### src/rtl/pipe_pkg.sv
// Shared definitions for the pipeline stage registers: per-stage payload
// layouts and the stage occupancy encoding.
package pipe_pkg;

    // ID->EX payload layout: {instr, pc}, with pc in the low word.
    localparam int unsigned ID_EX_W     = 64;
    localparam int unsigned EX_PC_LSB   = 0;
    localparam int unsigned EX_PC_W     = 32;
    localparam int unsigned EX_INSN_LSB = 32;
    localparam int unsigned EX_INSN_W   = 32;
    localparam logic [ID_EX_W-1:0] EX_PC_RESET = 64'h0000_0000_7fff_fffc;

    typedef struct packed {
        logic [EX_INSN_W-1:0] instr;
        logic [EX_PC_W-1:0]   pc;
    } id_ex_t;

    // Stage occupancy: no entry, main entry only, main + skid entries.
    localparam logic [1:0] ST_EMPTY = 2'd0;
    localparam logic [1:0] ST_FULL  = 2'd1;
    localparam logic [1:0] ST_SKID  = 2'd2;

endpackage

### src/rtl/sat_counter.sv
// Saturating up-counter for performance accounting.
// Ports:
//   clk - clock
//   rst - synchronous active-high reset, clears the count
//   clr - synchronous clear
//   inc - add one this cycle unless already all-ones
//   cnt - current count
module sat_counter #(
    parameter int unsigned CNT_W = 32
) (
    input  logic             clk,
    input  logic             rst,
    input  logic             clr,
    input  logic             inc,
    output logic [CNT_W-1:0] cnt
);

    always_ff @(posedge clk) begin
        if (rst || clr) begin
            cnt <= '0;
        end else if (inc && (cnt != {CNT_W{1'b1}})) begin
            cnt <= cnt + CNT_W'(1);
        end
    end

endmodule

### src/rtl/pipe_stage_reg.sv
// Generic pipeline stage register with valid/ready handshake, flush and an
// optional two-entry skid buffer that registers in_ready.
// Ports:
//   clk, rst            - clock, synchronous active-high reset
//   flush               - drop all held entries next cycle
//   in_valid/in_ready   - upstream handshake, in_data payload
//   out_valid/out_ready - downstream handshake, out_data payload
//   stall_cnt           - saturating count of out_valid & ~out_ready cycles
module pipe_stage_reg
    import pipe_pkg::*;
#(
    parameter int unsigned        DATA_W     = 64,
    parameter logic [DATA_W-1:0]  RESET_DATA = '0,
    parameter bit                 SKID       = 1'b1,
    parameter int unsigned        CNT_W      = 32
) (
    input  logic              clk,
    input  logic              rst,
    input  logic              flush,
    input  logic              in_valid,
    output logic              in_ready,
    input  logic [DATA_W-1:0] in_data,
    output logic              out_valid,
    input  logic              out_ready,
    output logic [DATA_W-1:0] out_data,
    output logic [CNT_W-1:0]  stall_cnt
);

    if (SKID) begin : g_skid
        logic [1:0]        state;
        logic [1:0]        state_nxt;
        logic [DATA_W-1:0] main_q;
        logic [DATA_W-1:0] main_nxt;
        logic [DATA_W-1:0] skid_q;
        logic [DATA_W-1:0] skid_nxt;
        logic              valid_q;
        logic              ready_q;
        logic              in_fire;
        logic              out_fire;

        assign in_fire  = in_valid & ready_q;
        assign out_fire = valid_q & out_ready;

        // State and data registers; out_valid/in_ready are re-derived from
        // the next state so neither depends combinationally on out_ready.
        always_ff @(posedge clk) begin
            if (rst) begin
                state   <= ST_EMPTY;
                main_q  <= RESET_DATA;
                skid_q  <= RESET_DATA;
                valid_q <= 1'b0;
                ready_q <= 1'b1;
            end else begin
                state   <= state_nxt;
                main_q  <= main_nxt;
                skid_q  <= skid_nxt;
                valid_q <= (state_nxt != ST_EMPTY);
                ready_q <= (state_nxt != ST_SKID);
            end
        end

        // Next-state and data steering.
        always_comb begin
            state_nxt = state;
            main_nxt  = main_q;
            skid_nxt  = skid_q;
            case (state)
                ST_EMPTY: begin
                    if (in_fire) begin
                        state_nxt = ST_FULL;
                        main_nxt  = in_data;
                    end
                end
                ST_FULL: begin
                    if (in_fire && out_fire) begin
                        main_nxt = in_data;
                    end else if (in_fire) begin
                        state_nxt = ST_SKID;
                        skid_nxt  = in_data;
                    end else if (out_fire) begin
                        state_nxt = ST_EMPTY;
                    end
                end
                ST_SKID: begin
                    // in_ready is low here, so only the drain can happen.
                    if (out_fire) begin
                        state_nxt = ST_FULL;
                        main_nxt  = skid_q;
                    end
                end
                default: begin
                    state_nxt = ST_EMPTY;
                end
            endcase
            // Flush discards both entries, including anything accepted now.
            if (flush) begin
                state_nxt = ST_EMPTY;
                main_nxt  = RESET_DATA;
                skid_nxt  = RESET_DATA;
            end
        end

        assign in_ready  = ready_q;
        assign out_valid = valid_q;
        assign out_data  = main_q;
    end else begin : g_bare
        logic              valid_q;
        logic [DATA_W-1:0] data_q;
        logic              in_fire;
        logic              out_fire;

        // Accept whenever the register is empty or drains this cycle.
        assign in_ready = ~valid_q | out_ready;
        assign in_fire  = in_valid & in_ready;
        assign out_fire = valid_q & out_ready;

        // Single register; out_data holds its value after draining.
        always_ff @(posedge clk) begin
            if (rst || flush) begin
                valid_q <= 1'b0;
                data_q  <= RESET_DATA;
            end else if (in_fire) begin
                valid_q <= 1'b1;
                data_q  <= in_data;
            end else if (out_fire) begin
                valid_q <= 1'b0;
            end
        end

        assign out_valid = valid_q;
        assign out_data  = data_q;
    end

    sat_counter #(
        .CNT_W (CNT_W)
    ) u_stall_cnt (
        .clk (clk),
        .rst (rst),
        .clr (1'b0),
        .inc (out_valid & ~out_ready),
        .cnt (stall_cnt)
    );

endmodule

### config.mk
export PLATFORM = sky130hd
export DESIGN_NAME = pipe_stage_reg
export DESIGN_NICKNAME = d
export VERILOG_FILES = /design/src/rtl/pipe_pkg.sv /design/src/rtl/sat_counter.sv /design/src/rtl/pipe_stage_reg.sv
export SDC_FILE = /design/constraint.sdc
export NUM_CORES = 1
export LEC_CHECK = 0
export CAP_MARGIN = 20
export CORE_MARGIN = 2
export CORE_UTILIZATION = 45
export CTS_CLUSTER_SIZE = 8
export DETAILED_ROUTE_END_ITERATION = 12
export PLACE_DENSITY = 0.73
export SYNTH_ARGS = -nofsm -noshare
export SYNTH_HDL_FRONTEND = slang
export SYNTH_HIERARCHICAL = 1
export SYNTH_SLANG_ARGS = --single-unit
### constraint.sdc
create_clock -name clk -period 3.75 [get_ports clk]
set_clock_uncertainty 0.15 [all_clocks]
set_input_delay 0.75 -clock clk [delete_from_list [all_inputs] [get_ports clk]]
set_output_delay 0.75 -clock clk [all_outputs]
set_load 0.005 [all_outputs]
After elaboration in Yosys (flattened, before gate mapping)
Cells that the tools add are included.
{ "word_totals": {"ff_bits": 164, "latch_bits": 0, "mem_bits_rw": 0, "rom_bits": 0, "in_bits": 69, "out_inout_bits": 98, "wordCells": 38, "memories": 0} }
{ "op_classes": {"add_sub_neg": 1, "multipliers": 0, "div_mod_pow": 0, "magnitude_cmp": 0, "eq_ne": 7, "shift": 0, "muxes": 11, "n_bitwise": 5, "n_reduce_logical": 8} }
{ "ops": {"columns": ["op", "n"], "rows": [
  ["two-way mux 64 bit", 3],
  ["one-hot mux 64 bit (3 select lines)", 1],
  ["adder 32 x 1 -> 32 bit (second input constant)", 1],
  ["inequality test 32 bit (second input constant)", 1],
  ["two-way mux 2 bit", 6],
  ["inequality test 2 bit (second input constant)", 4],
  ["one-hot mux 2 bit (3 select lines)", 1],
  ["AND reduction 4 bit", 1],
  ["bitwise AND 1 bit", 3],
  ["AND reduction 3 bit", 1],
  ["nonzero test 3 bit", 1],
  ["== test 2 x 1 -> 1 bit (second input constant)", 1],
  ["== test 2 bit (second input constant)", 1],
  ["logical AND 1 bit", 2],
  ["logical NOT 2 bit", 1],
  ["inverter 1 bit", 2],
  ["nonzero test 2 bit", 1],
  ["OR reduction 2 bit", 1]
]} }

Logic depth before layout (Yosys ltp)
{ "logic_depth": {"ltp_word": 7, "ltp_mapped": 8, "ltp_nobuf": 6} }

Hierarchy
The synthesis kept the hierarchy.
{ "by_module_without_submodules": {"columns": ["mod", "instances", "cells_per_inst", "area_per_inst_um2", "seq_area_each_um2"], "rows": [
  ["pipe_stage_reg", 1, 615, 5828.1, 2642.5],
  ["sat_counter", 1, 189, 1681.6, 640.6]
]} }

Worst setup path before layout
Ideal clock, no wire load.
{ "synth_path": {"path_type": "input to register", "from": "input out_ready", "to": "register u_stall_cnt.cnt[17]", "setup_time_ns": 0.068, "arrival_time_ns": 2.145, "required_time_ns": 3.532, "slack_ns": 1.387, "path_stages": 6, "n_path_buf": 1, "cell_sequence": "nor2b_1 and3_4 o311ai_4 buf_6 or3_2 a21oi_2"} }
{ "synth_via": {"elab_chain_len": 3} }
{ "synth_rtl": {"columns": ["item", "line_no", "rtl"], "rows": [
  ["from (decl)", "pipe_stage_reg.sv:24", "input logic out_ready,"],
  ["inverter 1 bit", "pipe_stage_reg.sv:140", ".inc (out_valid & ~out_ready),"],
  ["bitwise AND 1 bit", "pipe_stage_reg.sv:140", null],
  ["logical AND 1 bit", "sat_counter.sv:21", "end else if (inc && (cnt != {CNT_W{1'b1}})) begin"],
  ["to (signal assigned)", "sat_counter.sv:22", "cnt <= cnt + CNT_W'(1);"],
  ["to (decl)", "sat_counter.sv:15", "output logic [CNT_W-1:0] cnt"]
]} }
Every way passes these cells.
A chain may end at the register's enable or synchronous reset.

Worst setup path after layout
{ "layout_path": {"from": "input out_ready", "to": "register u_stall_cnt.cnt[23]"} }
The elaborated chain is that of the path after synthesis.

==> summary.md <==
| Metric | Value |
|---|---|
| Status | `completed` |
| Clock tree buffer depth | `2` |
| Ys flop type | `dfxtp_1` |
| Drt wl/cell | `between 15 and 20 um` |
| F_max | `about 400 MHz` |
| Core ar. | `~16000 um^2` |
| CTS H-tree lvls | `4` |
| Tcrit/Tclk final | `about two thirds` |
| Antenna violations before repair | `0` |
| Largest net degree at the start of global routing | `113` |
| Via count | `roughly 6800` |
| VDD IR max | `around 0.31 mV` |
| DP Area | `roughly 9100 um^2` |
| Total wire length | `a little over 20000 um` |
| Rel. slew slack | `43.7%` |
| Flops & latches, synth | `~160` |
| Crit Path Category | `primary input to flop` |
| Setup TNS | `0 ps` |
| Post-synth EDFFs | `0` |
| Yosys top cell by area | `dfxtp_1` |
| Nets | `between 900 and 1000` |
| Fraction of layout cells with a size suffix above 1 | `under 10%` |
| CP Max Fanout | `16` |
| Hold crit path type | `flop to flop` |
| Cell area after synthesis | `between 7000 and 8000 um^2` |
| CTS tree | `yes` |
| GP Congestion | `a little under 0.8` |
| Synth cell count leaders | `dfxtp_1, a211oi_1, a21oi_1` |
| Final Hold Viols | `0` |
| DRC Markers | `0` |
| Syn-to-layout area delta | `30.2%` |
| CP max-delay cell | `clkdlybuf4s50_1` |
| Num CTS Buffers | `17` |
| Initial Utilization | `~46%` |
| Die Footprint | `between 15000 and 20000 um^2` |
| Finished Cell Area | `approximately 9800 um^2` |
| Worst-margin pin slew | `844 ps` |
| Die width | `between 100 and 150 um` |
| Final setup fails | `0` |
| Clock transition at the registers of the reported paths | `roughly 60 ps` |
| Worst-skew pair later-pin latency | `~420 ps` |
| Setup Buffers After CTS | `0` |
| Critical path capture point type | `flop` |
| Root Buffer | `clkbuf_16` |
| I/O Pins | `between 150 and 200` |
| GRT Overall Usage | `between 20% and 30%` |
| Total power draw | `4130 uW` |
| Netlist cell types | `between 50 and 60` |
| Total congestion overflow | `0` |
| Top post-synthesis cells by area | `dfxtp_1, a211oi_1, mux2i_1, a21oi_1, nand3_1` |
| Vias in the first global route | `approximately 6100` |
| Worst setup SP type | `primary input` |
| First-pass iteration count of the detailed router | `5` |
| Most frequent cell after synthesis | `dfxtp_1` |
| Top-area cell type share of the netlist area | `between 40 and 50%` |
| Vias per cell | `approximately 5.9` |
| Pwr Density | `between 400 and 500 nW/um^2` |
| Max-capacitance violation count | `0` |
| Initial DRC Count | `708` |
| Row cnt | `between 40 and 50` |
| PostCTS Resize Cnt | `0` |
| Syn Nets | `around 900` |
| DRT antenna net count | `0` |
| Clk sink count | `between 150 and 200` |
| CP required | `just under 4000 ps` |
| Period minus WS final | `2500 ps` |
| Synth warn | `6` |
| First-pass GRT wire length | `between 30000 and 40000 um` |
| Cell chain of the critical path | `clkdlybuf4s50_1 -> nor2b_1 -> buf_4 -> and3_4 -> o311ai_4 -> or3_2 -> a21oi_2` |
| Slew Limit Fails | `0` |
| Die Span Y | `133 um` |
| Data arrival time of the worst path | `between 2000 and 3000 ps` |
| Sequential share of the synthesized area | `between 40 and 50%` |
| Worst setup margin | `1250 ps` |
| CTS Hold Bufs | `0` |
| PortBufs | `166` |
| N_diodes | `0` |
| Detail Placement HPWL | `11900 um` |
| Post-synth ARST share | `0%` |
| LEAKAGE | `between 0.003 and 0.004 uW` |
| Unrepaired setup endpoints after global routing | `false` |
| Min Hold Slack | `about 320 ps` |
| Pre-CTS setup slack | `829 ps` |
| Avg Cell Area, Syn | `about 9.3 um^2` |
| Post-Syn Instances | `between 800 and 900` |
| Crit path largest cell delay | `between 500 and 600 ps` |
==> sequential cells by signal, summed over array words and instances (netlist names) <==
register         flops
g_skid.skid_q       64
g_skid.state         2
in_ready             1
out_data            64
out_valid            1
u_stall_cnt/cnt     32
==> layout make-up <==
class | count | area [um^2]
Fill cell | 1460 | 6690
Multi-Input combinational cell | 550 | 3750
Sequential cell | 164 | 3280
Timing Repair Buffer | 180 | 1820
Clock buffer | 21 | 460
Tap cell | 220 | 275
Clock inverter | 11 | 175
Inverter | 4 | 15.0
==> placed cells by master, fill, tap and decap left out, drive strengths merged, types with 2 or more instances in the layout <==
cell type / instances
a211oi: 128
a21boi: 2
a21oi: 94
and3: 3
and4: 7
buf: 14
bufinv: 4
clkbuf: 21
clkdlybuf4s50: 166
clkinv: 4
clkinvlp: 2
dfxtp: 164
inv: 5
mux2i: 65
nand2: 16
nand3: 75
nand4: 10
nor2: 4
nor3b: 2
o21ai: 84
o311ai: 2
o31ai: 11
or2: 3
or3: 19
or4: 10
==> report_power, final <==
group	leakage, uW	internal [uW]	total (uW)	switching [uW]
combinational	0.00183	215	443	228
clock	0.000304	1160	1880	725
sequential	0.00133	1780	1810	27.3
total	0.00346	3150	4130	980
==> per-stage QoR <==
step | std cells | util (%)
global route | 1150 | 59.4
finish | 1150 | 59.4
CTS | 1150 | 59.4
detailed placement | 1118 | 55.5
global placement | 1118 | 55.5
floorplan | 804 | -
==> final timing paths <==
kind | startpoint | end | slack [ps] | cells after the start
setup / recovery | out_ready | u_stall_cnt/cnt[23] | 1250 | 7
hold / removal | g_skid.skid_q[53] | g_skid.skid_q[53] | 320 | 2
setup reg to reg | u_stall_cnt/cnt[0] | u_stall_cnt/cnt[1] | 1290 | 6
hold reg to reg | g_skid.skid_q[53] | g_skid.skid_q[53] | 320 | 2
==> logic make-up (layout without fill, tap and decap cells) <==
| logic type | after synthesis | after routing | synth area share (%) |
|---|---|---|---|
| AO/OA/AOI/OAI | 324 | 324 | 28.1 |
| XOR/XNOR | 2 | 2 | 0.233 |
| AND/OR/NAND/NOR | 157 | 157 | 12.2 |
| multiplexers | 65 | 65 | 8.66 |
| other | 1 | 1 | 0.0499 |
| flip-flops | 164 | 164 | 43.7 |
| adder cells (fa/ha/maj) | 1 | 1 | 0.167 |
| buffers and inverters | 90 | 216 | 6.83 |
==> metal layers <==
layer	GRT usage (%)	up-vias	part of all wire (%)
met1	31.0	3250	46
met2	34.7	204	47
met3	4.76	18	5.4
li1	-	3292	-
met4	6.62	0	1.2
met5	0	-	0
==> critical path: cells and delay by family <==
family | cells | cell delay (ps)
AND/OR/NAND/NOR | 3 | 860
buffers and inverters | 2 | 720
AO/OA/AOI/OAI | 2 | 350
(Power assumes the default switching activity.)
